===== config.mk =====
export PLATFORM = sky130hd
export DESIGN_NAME = flash_arbiter
export DESIGN_NICKNAME = d
export VERILOG_FILES = /design/src/rtl/flash_arb_pkg.sv /design/src/rtl/flash_arb_grant.sv /design/src/rtl/flash_arbiter.sv
export SDC_FILE = /design/constraint.sdc
export NUM_CORES = 1
export LEC_CHECK = 0
export ABC_AREA = 1
export CAP_MARGIN = 5
export CELL_PAD_IN_SITES_DETAIL_PLACEMENT = 1
export CELL_PAD_IN_SITES_GLOBAL_PLACEMENT = 2
export CORE_AREA = 8 8 128 130
export DETAILED_ROUTE_END_ITERATION = 6
export DIE_AREA = 0 0 136 138
export PLACE_DENSITY = 0.88
export SYNTH_ARGS = -nofsm -noshare
export SYNTH_HDL_FRONTEND = slang
export SYNTH_HIERARCHICAL = 1
export SYNTH_SLANG_ARGS = --single-unit

===== constraint.sdc =====
create_clock -name clk -period 2.2 [get_ports clk]
set_input_delay 0.33 -clock clk [delete_from_list [all_inputs] [get_ports clk]]
set_output_delay 0.33 -clock clk [all_outputs]
set_load 0.02 [all_outputs]

===== src/rtl/flash_arb_pkg.sv =====
// Shared types and constants for the two-requester SPI flash byte-read arbiter.
package flash_arb_pkg;

    localparam int FLASH_ADDR_W = 24;
    localparam int FLASH_DATA_W = 8;

    // Arbiter sequencing: wait for a burst, issue one byte read, hold the byte
    typedef enum logic [1:0] {
        ARB_IDLE  = 2'd0,
        ARB_ISSUE = 2'd1,
        ARB_HOLD  = 2'd2
    } arb_state_e;

    // Index of the owning requester (0 or 1)
    typedef logic gnt_idx_t;

endpackage


===== src/rtl/flash_arb_grant.sv =====
// Combinational winner select between the two burst requesters.
// Build option: define FLASH_ARB_RR_EN for round-robin tie breaking;
// without it requester 0 always wins a tie.
module flash_arb_grant
    import flash_arb_pkg::*;
(
    input  logic     req0_valid,
    input  logic     req1_valid,
    input  gnt_idx_t last_gnt,
    output logic     any_req,
    output gnt_idx_t winner
);

    assign any_req = req0_valid | req1_valid;

`ifdef FLASH_ARB_RR_EN
    // Tie goes to whichever requester did not own the previous burst
    always_comb begin
        winner = 1'b0;
        if (req0_valid && req1_valid) begin
            winner = ~last_gnt;
        end else if (req1_valid) begin
            winner = 1'b1;
        end
    end
`else
    // last_gnt is still tracked by the top but plays no part here
    logic unused_last_gnt;
    assign unused_last_gnt = last_gnt;

    // Requester 0 has fixed priority
    always_comb begin
        winner = ~req0_valid;
    end
`endif

endmodule


===== src/rtl/flash_arbiter.sv =====
// Shares one SPI flash byte reader between two burst requesters.
// Each accepted burst is issued to the reader one byte at a time; every byte
// is held for the owning requester until it is consumed before the next byte
// read is started, so the reader always sees valid drop between bytes.
// Build option: FLASH_ARB_RR_EN selects round-robin tie breaking (see
// flash_arb_grant); default is fixed priority to requester 0.
module flash_arbiter
    import flash_arb_pkg::*;
#(
    parameter int LEN_W = 8
) (
    input  logic                    clk,
    input  logic                    resetn,

    input  logic                    req0_valid,
    input  logic [FLASH_ADDR_W-1:0] req0_addr,
    input  logic [LEN_W-1:0]        req0_len,
    output logic                    req0_ready,

    input  logic                    req1_valid,
    input  logic [FLASH_ADDR_W-1:0] req1_addr,
    input  logic [LEN_W-1:0]        req1_len,
    output logic                    req1_ready,

    output logic [FLASH_DATA_W-1:0] rd_data,
    output logic                    rd0_valid,
    input  logic                    rd0_ready,
    output logic                    rd1_valid,
    input  logic                    rd1_ready,
    output logic                    rd_last,

    output logic                    mem_valid,
    output logic [FLASH_ADDR_W-1:0] mem_addr,
    input  logic                    mem_ready,
    input  logic [FLASH_DATA_W-1:0] mem_rdata
);

    localparam logic [1:0] S_IDLE  = 2'(ARB_IDLE);
    localparam logic [1:0] S_ISSUE = 2'(ARB_ISSUE);
    localparam logic [1:0] S_HOLD  = 2'(ARB_HOLD);

    logic [1:0]              state;
    gnt_idx_t                gnt;
    gnt_idx_t                last_gnt;
    logic [FLASH_ADDR_W-1:0] addr;
    logic [LEN_W-1:0]        remain;
    logic [FLASH_DATA_W-1:0] data;

    logic     any_req;
    gnt_idx_t winner;
    logic     rd_ready_sel;
    logic     accept;
    logic     byte_done;
    logic     consume;
    logic     burst_end;

    flash_arb_grant u_grant (
        .req0_valid (req0_valid),
        .req1_valid (req1_valid),
        .last_gnt   (last_gnt),
        .any_req    (any_req),
        .winner     (winner)
    );

    assign rd_ready_sel = gnt ? rd1_ready : rd0_ready;
    assign accept       = (state == S_IDLE)  && any_req;
    assign byte_done    = (state == S_ISSUE) && mem_ready;
    assign consume      = (state == S_HOLD)  && rd_ready_sel;
    assign burst_end    = (remain == '0);

    assign mem_addr = addr;
    assign rd_data  = data;

    // Sequencing and handshake outputs: accept pulse, byte request, byte hold
    always_ff @(posedge clk or negedge resetn) begin
        if (!resetn) begin
            state      <= S_IDLE;
            gnt        <= 1'b0;
            last_gnt   <= 1'b1;
            req0_ready <= 1'b0;
            req1_ready <= 1'b0;
            mem_valid  <= 1'b0;
            rd0_valid  <= 1'b0;
            rd1_valid  <= 1'b0;
            rd_last    <= 1'b0;
        end else begin
            req0_ready <= 1'b0;
            req1_ready <= 1'b0;
            case (state)
                S_IDLE: begin
                    if (accept) begin
                        gnt        <= winner;
                        req0_ready <= ~winner;
                        req1_ready <= winner;
                        mem_valid  <= 1'b1;
                        state      <= S_ISSUE;
                    end
                end
                S_ISSUE: begin
                    if (byte_done) begin
                        mem_valid <= 1'b0;
                        rd0_valid <= ~gnt;
                        rd1_valid <= gnt;
                        rd_last   <= burst_end;
                        state     <= S_HOLD;
                    end
                end
                S_HOLD: begin
                    if (consume) begin
                        rd0_valid <= 1'b0;
                        rd1_valid <= 1'b0;
                        rd_last   <= 1'b0;
                        if (burst_end) begin
                            last_gnt <= gnt;
                            state    <= S_IDLE;
                        end else begin
                            mem_valid <= 1'b1;
                            state     <= S_ISSUE;
                        end
                    end
                end
                default: begin
                    mem_valid <= 1'b0;
                    state     <= S_IDLE;
                end
            endcase
        end
    end

    // Burst address/length capture and stepping, plus the returned byte
    always_ff @(posedge clk or negedge resetn) begin
        if (!resetn) begin
            addr   <= '0;
            remain <= '0;
            data   <= '0;
        end else begin
            if (accept) begin
                addr   <= winner ? req1_addr : req0_addr;
                remain <= winner ? req1_len  : req0_len;
            end else if (consume && !burst_end) begin
                addr   <= addr + FLASH_ADDR_W'(1);
                remain <= remain - LEN_W'(1);
            end
            if (byte_done) begin
                data <= mem_rdata;
            end
        end
    end

endmodule


==> impl_metrics.json <==
{
  "r2r_start": "mem_addr[0]$_DFFE_PN0P_",
  "fin_crit_sh": 0.879,
  "required_ps": 2430,
  "critical_path.max_fanout": 5,
  "clock_skew_ps": 12.3,
  "rsz0062_at_grt": "no",
  "slew_violations": 0,
  "end_kind": "flip-flop",
  "coreArea_um2": 14300,
  "drc": 0,
  "antenna_found_initial": 0,
  "grt_pass1_wl_um": 20100,
  "grt_util_met2": 0.225,
  "fin_crit_ps": 1930,
  "final_cell_mix": "nand2_1 (174), clkdlybuf4s50_1 (115), nand3_1 (56), dfrtp_1 (49), nor2_1 (47)",
  "cp_top_family": "simple AND/OR/NAND/NOR gates",
  "relSlewSlack": 0.580,
  "pwr_density_cell_nw_per_um2": 1280,
  "dieHeight_um": 138,
  "worstReg2RegEnd": "mem_addr[22]$_DFFE_PN0P_",
  "final_layout_size_suffix_gt1_frac": 0.0782,
  "multiInputGateArea_um2": 1700,
  "r2r_cells": 9,
  "die_area_um2": 18800,
  "slowest_delay_ps": 440,
  "fin_hold_ws_ps": 39.5,
  "diodes": 0,
  "use_met3": 0.0344,
  "die-width_um": 136,
  "worstMarginPinSlew_ps": 628,
  "routabilityCongestion": 0.812,
  "clk_pin_slew_ps": 80,
  "initialDrtViolationCount": 147,
  "syn-mean-instance-area_um2": 6.69,
  "power_uw": 6160,
  "grt_overflow_total": 0,
  "crit_chain": "ha_1, nand2_1, nor2_2, nand2_1, nor2_1, nand2_1, nand2_1, nand3_1, a21oi_1",
  "use_met1": 0.161,
  "clk_path_buf_depth": 2,
  "yosys_warnings": 6,
  "start_util": 0.224,
  "critPathBufInv": 0,
  "setup_viol": 0,
  "first_pass_iters": 4,
  "maxCapViolCount": 0,
  "max_freq_mhz": 517,
  "crit_path_start_kind": "flip-flop",
  "ioPinCount": 117,
  "routed_wirelength_um": 12100,
  "hold_viol": 0,
  "seq_area_um2": 1230,
  "cp_common_cell": "nand2_1",
  "hold_path.class": "in -> async",
  "dp_hpwl_um": 9680,
  "worstSetupPathType": "reg -> reg",
  "cts_made_buffers": 5,
  "top_usage_layer": "met2",
  "vdd_drop_max_mv": 0.393,
  "tns_ps": 0,
  "netlist_area_um2": 3200,
  "r2r_slack_ps": 270,
  "viasPerCell": 4.58,
  "wl_per_cell_um": 15.4,
  "nFillCells": 1800,
  "cts_tree": "yes",
  "htreeDepth": 2,
  "syn_inst": 478,
  "cts_setup_buffers": 0,
  "grt_max_degree": 30,
  "clock_latency_ps": 300,
  "vias": 3598,
  "postRouteAntennaNets": 0,
  "status": "finished clean",
  "layout_commonest_cell": "nand2_1",
  "fin_nets": 681,
  "cts_resized": 0,
  "io_buffers": 116,
  "holdBufCountCts": 0,
  "power.leakage_uw": 0.00220,
  "syn_to_final_growth_pct": 50.6,
  "grt_pass1_vias": 3977,
  "cts-root-buf": "clkbuf_16",
  "rows": 44,
  "crit_slowest_cell": "dfrtp_1",
  "crit_arrival_ps": 2160,
  "syn_nets": 559,
  "track_usage": 0.130,
  "clkSinkCount": 49,
  "final_util": 0.337
}
## worst register-to-register path, cell delays in order (launching register included)
cell and delay [ps]:
dfrtp_1 440, ha_1 240, nand2_1 100, nor2_2 220
nand2_1 180, nor2_1 330, nand2_1 90, nand2_1 70
nand3_1 70, a21oi_1 140
## sequential cells by signal, summed over array words and instances (netlist names), 2 cells and up
signal / count
rd_data: 8
state: 2
remain: 8
mem_addr: 24
## final cells by class
type                            count  share of cell area
Inverter                           46              0.0358
Tap cell                          184              0.0478
Clock buffer                        5              0.0260
Timing Repair Buffer              132               0.273
Clock inverter                      3             0.00961
Sequential cell                    49               0.254
Multi-Input combinational cell    366               0.354
## stage by stage
step                setup slack, ps  cell area [µm²]  instances
finish                          266             4820        785
global route                   92.9             4820        785
CTS                             235             4820        785
detailed placement              210             4650        777
global placement                304             4650        777
floorplan                       581             3200        478
## where the power goes
group | internal, µW | switching [µW] | total [µW]
logic | 1500 | 1990 | 3490
registers | 1310 | 452 | 1760
clock network | 539 | 370 | 909
total | 3350 | 2820 | 6160
## how the worst max path moves through the flow
stage / start / endpoint / slack, ps / cells past startpoint
floorplan: remain[0]$_DFFE_PN0P_ / remain[6]$_DFFE_PN0P_ / 580 / 11
detailed placement: req0_valid / mem_addr[16]$_DFFE_PN0P_ / 210 / 10
global placement: rd0_ready / mem_addr[11]$_DFFE_PN0P_ / 300 / 9
finish: mem_addr[0]$_DFFE_PN0P_ / mem_addr[22]$_DFFE_PN0P_ / 270 / 9
CTS: mem_addr[0]$_DFFE_PN0P_ / mem_addr[22]$_DFFE_PN0P_ / 240 / 9
global route: mem_addr[0]$_DFFE_PN0P_ / mem_addr[22]$_DFFE_PN0P_ / 90 / 9
## layer usage
metal	vias up	part of all wire
met5	-	0
met4	0	0.0047
met3	6	0.059
met2	83	0.49
met1	1721	0.45
li1	1788	-
Note: power is estimated with default switching activity, not from simulation.
